===== src/rtl/adxl362_sequencer.sv =====
// ADXL362 command sequencer: configures the sensor over a byte-level SPI master,
// then periodically burst-reads X/Y/Z and publishes 12-bit samples.
`timescale 1ns/1ps
module adxl362_sequencer #(
  parameter int          SAMPLE_DIV     = 500000,
  parameter int          STARTUP_CYCLES = 2500000,
  parameter logic [7:0]  FILTER_CTL_VAL = 8'h13,
  parameter int          TIMEOUT_CYCLES = 4096
) (
  input  logic        clk_50_i,
  input  logic        reset_ni,
  input  logic        enable_i,
  output logic        spi_start_o,
  output logic [7:0]  spi_tx_byte_o,
  output logic        spi_cs_hold_o,
  input  logic        spi_busy_i,
  input  logic        spi_done_i,
  input  logic [7:0]  spi_rx_byte_i,
  output logic [11:0] x_acc_o,
  output logic [11:0] y_acc_o,
  output logic [11:0] z_acc_o,
  output logic        sample_valid_o,
  output logic        cfg_done_o,
  output logic        err_timeout_o
);

  typedef enum logic [3:0] {
    S_IDLE, S_CFG_FILT, S_CFG_PWR, S_STARTUP, S_WAIT_TICK,
    S_RD_CMD, S_RD_ADDR, S_RD_DATA, S_PUBLISH
  } state_e;

  localparam int TMO_W = $clog2(TIMEOUT_CYCLES + 1);
  localparam int STU_W = $clog2(STARTUP_CYCLES + 1);
  localparam int DIV_W = $clog2(SAMPLE_DIV + 1);

  state_e state_q, state_d;

  logic             in_flight_q;
  logic [TMO_W-1:0] tmo_cnt_q;
  logic [2:0]       byte_idx_q;
  logic [STU_W-1:0] startup_cnt_q;
  logic [DIV_W-1:0] tick_cnt_q;
  logic             pending_q;
  logic             cfg_done_q;
  logic             err_q;
  logic             start_q;
  logic [7:0]       tx_q;
  logic             cs_hold_q;
  logic [7:0]       lo_q [3];
  logic [3:0]       hi_q [2];
  logic [11:0]      x_q, y_q, z_q;
  logic             valid_q;

  // Combinational helpers
  logic       done_ok;
  logic       tmo_fire;
  logic       tick;
  logic       startup_last;
  logic       byte_state;
  logic [7:0] cur_byte;
  logic [2:0] last_idx;
  logic       last_byte;
  logic       cur_hold;
  logic       start_d;
  logic       data_done;
  logic       publish_evt;

  // A done pulse only counts when a byte is actually outstanding.
  assign done_ok      = spi_done_i & in_flight_q;
  assign tmo_fire     = in_flight_q & ~spi_done_i & (tmo_cnt_q == TMO_W'(TIMEOUT_CYCLES - 1));
  assign tick         = cfg_done_q & (tick_cnt_q == DIV_W'(SAMPLE_DIV - 1));
  assign startup_last = (state_q == S_STARTUP) & (startup_cnt_q == STU_W'(STARTUP_CYCLES - 1));
  assign data_done    = (state_q == S_RD_DATA) & done_ok;
  assign publish_evt  = data_done & last_byte;

  // State register
  always_ff @(posedge clk_50_i or negedge reset_ni) begin
    if (!reset_ni) state_q <= S_IDLE;
    else           state_q <= state_d;
  end

  // Next-state logic
  always_comb begin
    state_d = state_q;
    if (tmo_fire) begin
      state_d = S_IDLE;
    end else begin
      case (state_q)
        S_IDLE:      state_d = S_CFG_FILT;
        S_CFG_FILT:  if (done_ok && last_byte) state_d = S_CFG_PWR;
        S_CFG_PWR:   if (done_ok && last_byte) state_d = S_STARTUP;
        S_STARTUP:   if (startup_last) state_d = S_WAIT_TICK;
        S_WAIT_TICK: if (pending_q && enable_i) state_d = S_RD_CMD;
        S_RD_CMD:    if (done_ok && last_byte) state_d = S_RD_ADDR;
        S_RD_ADDR:   if (done_ok && last_byte) state_d = S_RD_DATA;
        S_RD_DATA:   if (done_ok && last_byte) state_d = S_PUBLISH;
        S_PUBLISH:   state_d = S_WAIT_TICK;
        default:     state_d = S_IDLE;
      endcase
    end
  end

  // Output logic: byte table for the current state and the start request
  always_comb begin
    byte_state = 1'b1;
    cur_byte   = 8'h00;
    last_idx   = 3'd0;
    case (state_q)
      S_CFG_FILT: begin
        last_idx = 3'd2;
        case (byte_idx_q)
          3'd0:    cur_byte = 8'h0A;
          3'd1:    cur_byte = 8'h2C;
          default: cur_byte = FILTER_CTL_VAL;
        endcase
      end
      S_CFG_PWR: begin
        last_idx = 3'd2;
        case (byte_idx_q)
          3'd0:    cur_byte = 8'h0A;
          3'd1:    cur_byte = 8'h2D;
          default: cur_byte = 8'h02;
        endcase
      end
      S_RD_CMD:  cur_byte = 8'h0B;
      S_RD_ADDR: cur_byte = 8'h0E;
      S_RD_DATA: last_idx = 3'd5;
      default:   byte_state = 1'b0;
    endcase
    last_byte = (byte_idx_q == last_idx);
    // Chip select is released only after the final byte of a config write or ZH.
    cur_hold  = ~((state_q == S_CFG_FILT || state_q == S_CFG_PWR || state_q == S_RD_DATA) && last_byte);
    start_d   = byte_state & ~in_flight_q & ~spi_busy_i;
  end

  // Byte handshake, timeout and sequencing counters
  always_ff @(posedge clk_50_i or negedge reset_ni) begin
    if (!reset_ni) begin
      in_flight_q   <= 1'b0;
      tmo_cnt_q     <= '0;
      byte_idx_q    <= '0;
      startup_cnt_q <= '0;
      tick_cnt_q    <= '0;
      pending_q     <= 1'b0;
      cfg_done_q    <= 1'b0;
      err_q         <= 1'b0;
      start_q       <= 1'b0;
      tx_q          <= '0;
      cs_hold_q     <= 1'b0;
    end else begin
      start_q <= start_d;

      if (tmo_fire)     in_flight_q <= 1'b0;
      else if (start_d) in_flight_q <= 1'b1;
      else if (done_ok) in_flight_q <= 1'b0;

      if (start_d)          tmo_cnt_q <= '0;
      else if (in_flight_q) tmo_cnt_q <= tmo_cnt_q + TMO_W'(1);

      if (start_d) tx_q <= cur_byte;

      if (tmo_fire)     cs_hold_q <= 1'b0;
      else if (start_d) cs_hold_q <= cur_hold;

      if (state_d != state_q) byte_idx_q <= '0;
      else if (done_ok)       byte_idx_q <= byte_idx_q + 3'd1;

      if (state_q == S_STARTUP) startup_cnt_q <= startup_cnt_q + STU_W'(1);
      else                      startup_cnt_q <= '0;

      if (tmo_fire)          cfg_done_q <= 1'b0;
      else if (startup_last) cfg_done_q <= 1'b1;

      if (tmo_fire) err_q <= 1'b1;

      // The sample timebase only runs while configuration is complete.
      if (!cfg_done_q || tick) tick_cnt_q <= '0;
      else                     tick_cnt_q <= tick_cnt_q + DIV_W'(1);

      if (tmo_fire)                              pending_q <= 1'b0;
      else if (tick)                             pending_q <= 1'b1;
      else if (start_d && state_q == S_RD_CMD)   pending_q <= 1'b0;
    end
  end

  // Sample capture and publication
  always_ff @(posedge clk_50_i or negedge reset_ni) begin
    if (!reset_ni) begin
      for (int i = 0; i < 3; i++) lo_q[i] <= '0;
      for (int i = 0; i < 2; i++) hi_q[i] <= '0;
      x_q     <= '0;
      y_q     <= '0;
      z_q     <= '0;
      valid_q <= 1'b0;
    end else begin
      for (int i = 0; i < 3; i++)
        if (data_done && byte_idx_q == 3'(2 * i)) lo_q[i] <= spi_rx_byte_i;
      for (int i = 0; i < 2; i++)
        if (data_done && byte_idx_q == 3'(2 * i + 1)) hi_q[i] <= spi_rx_byte_i[3:0];
      // ZH arrives on the publishing edge, so Z is assembled straight from the bus.
      if (publish_evt) begin
        x_q <= {hi_q[0], lo_q[0]};
        y_q <= {hi_q[1], lo_q[1]};
        z_q <= {spi_rx_byte_i[3:0], lo_q[2]};
      end
      valid_q <= publish_evt;
    end
  end

  assign spi_start_o    = start_q;
  assign spi_tx_byte_o  = tx_q;
  assign spi_cs_hold_o  = cs_hold_q;
  assign x_acc_o        = x_q;
  assign y_acc_o        = y_q;
  assign z_acc_o        = z_q;
  assign sample_valid_o = valid_q;
  assign cfg_done_o     = cfg_done_q;
  assign err_timeout_o  = err_q;

endmodule


===== config.mk =====
export PLATFORM = sky130hd
export DESIGN_NAME = adxl362_sequencer
export DESIGN_NICKNAME = d
export VERILOG_FILES = /design/src/rtl/adxl362_sequencer.sv
export SDC_FILE = /design/constraint.sdc
export NUM_CORES = 1
export LEC_CHECK = 0
export ABC_CLOCK_PERIOD_IN_PS = 2750
export CORE_UTILIZATION = 40
export CTS_CLUSTER_DIAMETER = 200
export DETAILED_ROUTE_END_ITERATION = 10
export MAX_ROUTING_LAYER = met4
export SLEW_MARGIN = 10
export SYNTH_ARGS = -nofsm -noshare
export SYNTH_HDL_FRONTEND = slang
export SYNTH_SLANG_ARGS = --single-unit

===== constraint.sdc =====
create_clock -name clk_50_i -period 2.75 [get_ports clk_50_i]
set_input_delay 0.4125 -clock clk_50_i [delete_from_list [all_inputs] [get_ports clk_50_i]]
set_output_delay 0.4125 -clock clk_50_i [all_outputs]
set_load 0.01 [all_outputs]

==> flow_metrics.py <==
metrics = {
    "floorplan": {
        "die_height_um": 129.3,
        "rows": 46,
        "core-area_mm2": 0.01583,
        "die_area_mm2": 0.01671,
        "fp.dieW_um": 129.3,
        "ioPinCount": 62,
        "initial_core_util_pct": 40.92,
    },
    "worst_setup_path": {
        "crit_required_ns": 3.11,
        "worstSetupEndpointType": "flop",
        "startpoint_type": "flop",
        "critPathTopFamily": "simple AND/OR/NAND/NOR gates",
        "path_cells": "nand4b_1 -> nor2_1 -> o221ai_2 -> or2_1 -> inv_2 -> buf_12 -> nand2_1 -> nand2_1",
        "path_max_fanout": 24,
        "arrival_ns": 2.64,
        "critPathSlowestCell": "dfrtp_1",
        "crit_buf_inv": 2,
        "crit_top_cell": "nand2_1",
        "max_stage_delay_ns": 0.53,
        "worstSetupPathType": "flop to flop",
    },
    "routing": {
        "totalWireLength_um": 13000,
        "ant_nets": 0,
        "initialDrtViolationCount": 170,
        "drc": 0,
        "firstDrtPassIters": 4,
        "routed_via_density": 4.966,
        "wl_per_cell_um": 13.90,
        "vias": 4643,
    },
    "global_routing": {
        "overflow": 0,
        "busiest_layer": "met2",
        "use_met1_pct": 21.33,
        "grt_usage_pct": 17.87,
        "antenna_found_initial": 0,
        "use_met2_pct": 29.32,
        "grt_pass1_vias": 4730,
        "grt_use_met3_pct": 4.129,
        "grt_pass1_wl_um": 22420,
        "grt_max_degree": 59,
    },
    "timing": {
        "rsz0062_at_grt": "false",
        "tns_ns": 0,
        "fin_worst_skew_ns": 0.007286,
        "final.min_clock_period_ns": 2.285,
        "setup_viol": 0,
        "hold_violations": 0,
        "tightest_slew_ns": 0.6088,
        "worst_slew_margin_rel_pct": 59.42,
        "min_period_over_period_pct": 83.09,
        "max_clock_freq_mhz": 437.6,
        "drv_slew": 0,
    },
    "clocking": {
        "cts_resized": 0,
        "numCtsBuffers": 17,
        "cts-root-buf": "clkbuf_16",
        "h-tree-depth": 4,
        "insertion_delay_ns": 0.42,
        "cts_tree": "yes",
        "clk_pin_slew_ns": 0.06,
        "clk_path_buf_depth": 2,
        "cts.sinks": 142,
    },
    "final_layout": {
        "nets": 727,
        "final-seq-area_mm2": 0.003553,
        "drive_gt1_share_pct": 13.07,
        "final_common_cell": "nand2_1",
        "layout_common_cells": "nand2_1 (149), dfrtp_1 (142), nor2_1 (80)",
        "design_area_mm2": 0.007855,
        "diodes": 0,
        "utilization_pct": 49.63,
        "syn2layout_area_growth_pct": 21.27,
        "nFillCells": 1437,
        "multiInputGateArea_mm2": 0.002689,
    },
    "power": {
        "irDropWorstVdd_mv": 0.5066,
        "p_per_area_mw_per_mm2": 707.3,
        "leakage_uw": 0.003679,
    },
    "synth": {
        "synth_ff_type": "dfrtp_1",
        "yosysTopAreaCell": "dfrtp_1",
        "yosysWarnings": 0,
        "synth_area_leaders": "dfrtp_1 (55%), nand2_1 (8.6%), mux2_2 (5.6%)",
        "synth_cell_types": 64,
        "syn_area_mm2": 0.006477,
        "synth_edf_count": 0,
        "synth_top_area_share_pct": 54.86,
        "syn_inst": 641,
        "async_flop_share_pct": 100.0,
        "synth-seq-area-share_pct": 54.86,
        "ys_ff_latch": 142,
        "syn_avg_cell_area_um2": 10.11,
    },
    "hold_path": {
        "hold_class": "flop to flop",
    },
    "place": {
        "place_area_mm2": 0.007272,
        "dp_hpwl_um": 9041,
        "gp_congestion": 0.8300,
        "io_buffers": 59,
    },
    "flow_run": {
        "cap_violations": 0,
    },
    "status": {
        "outcome": "finished clean",
    },
}
worst register-to-register path, cell delays in order, from the launching register on:
cell and delay, ns:
dfrtp_1 0.53, nand4b_1 0.44, nor2_1 0.22, o221ai_2 0.19
or2_1 0.28, inv_2 0.22, buf_12 0.20, nand2_1 0.07
nand2_1 0.07
flip-flops by register name, summed over array words and instances, names as in the netlist, 6 cells and up:
name,cells
lo_q,24
startup_cnt_q,22
tick_cnt_q,19
tmo_cnt_q,13
x_acc_o,12
y_acc_o,12
z_acc_o,12
hi_q,8
spi_tx_byte_o,6
through the flow:
stage	hold slack [ns]	std cells	worst slack, ns	power (uW)
3_3_place_gp	0.4116	902	0.3786	3384
4_1_cts	0.4694	935	0.4486	5617
6_report	0.4666	935	0.4650	5556
5_1_grt	0.4963	935	0.2901	5845
3_5_place_dp	0.4149	902	0.3769	3406
2_1_floorplan	0.1169	642	0.9119	3046
logic make-up (layout without fill, tap and decap cells):
family	Yosys count	after routing	share of synthesized area, %
flip-flops	142	142	54.86
adder cells (fa/ha/maj)	8	8	1.545
AND/OR/NAND/NOR	320	320	22.54
XOR/XNOR	46	46	6.220
buffers and inverters	41	118	3.689
other	1	2	0.05789
multiplexers	35	35	6.027
AO/OA/AOI/OAI	48	48	5.061
layout make-up:
type,instances,share of cell area (%)
clock buffer,17,5.416
tap,216,3.441
sequential,142,45.24
clock inverter,15,1.880
timing repair buffer,72,9.127
inverter,14,0.6690
multi-input combinational,459,34.23
cell usage after synthesis, types with 4 or more instances:
library cell and count:
dfrtp_1 142, clkbuf_1 6, and3_1 8, o21ai_0 13
buf_6 4, nand4_1 4, buf_4 7, nand3_1 22
a21oi_1 14, nor3_1 13, xor2_1 27, nor2_1 80
mux2_2 32, nor4_1 4, or3_1 5, nand2_1 149
inv_1 12, nand2b_1 4, buf_2 7, and2_1 4
xnor2_1 19, ha_1 8
layer usage:
| metal | vias to the layer above | share of wire [%] |
|---|---|---|
| met3 | 17 | 4.0 |
| met4 | 0 | 1.6 |
| li1 | 2253 | - |
| met1 | 2277 | 45 |
| met5 | - | 0 |
| met2 | 96 | 50 |
final timing paths:
check | startpoint | endpoint | slack, ns | cells after the start
max in group asynchronous | reset_ni | sample_valid_o | 1.45 | 3
hold / removal | hi_q[6] | x_acc_o[10] | 0.47 | 2
setup / recovery | state_q[3] | z_acc_o[11] | 0.46 | 8
min in group asynchronous | reset_ni | tmo_cnt_q[7] | 0.52 | 2
hold reg to reg | hi_q[6] | x_acc_o[10] | 0.47 | 2
setup reg to reg | state_q[3] | z_acc_o[11] | 0.46 | 8
report_power, final:
group / total, uW / internal [uW] / switching (uW)
combinational: 983 / 409 / 573
clock: 2180 / 1200 / 981
sequential: 2390 / 2230 / 161
total: 5560 / 3840 / 1720
what timing repair did:
action / CTS / global route
endpoints found under the setup margin: 0 / 0
buffers inserted: 0 / 0
hold buffers: 1 / 0
endpoints found under the hold margin: 54 / 0
Note: power is estimated with default switching activity, not from simulation.
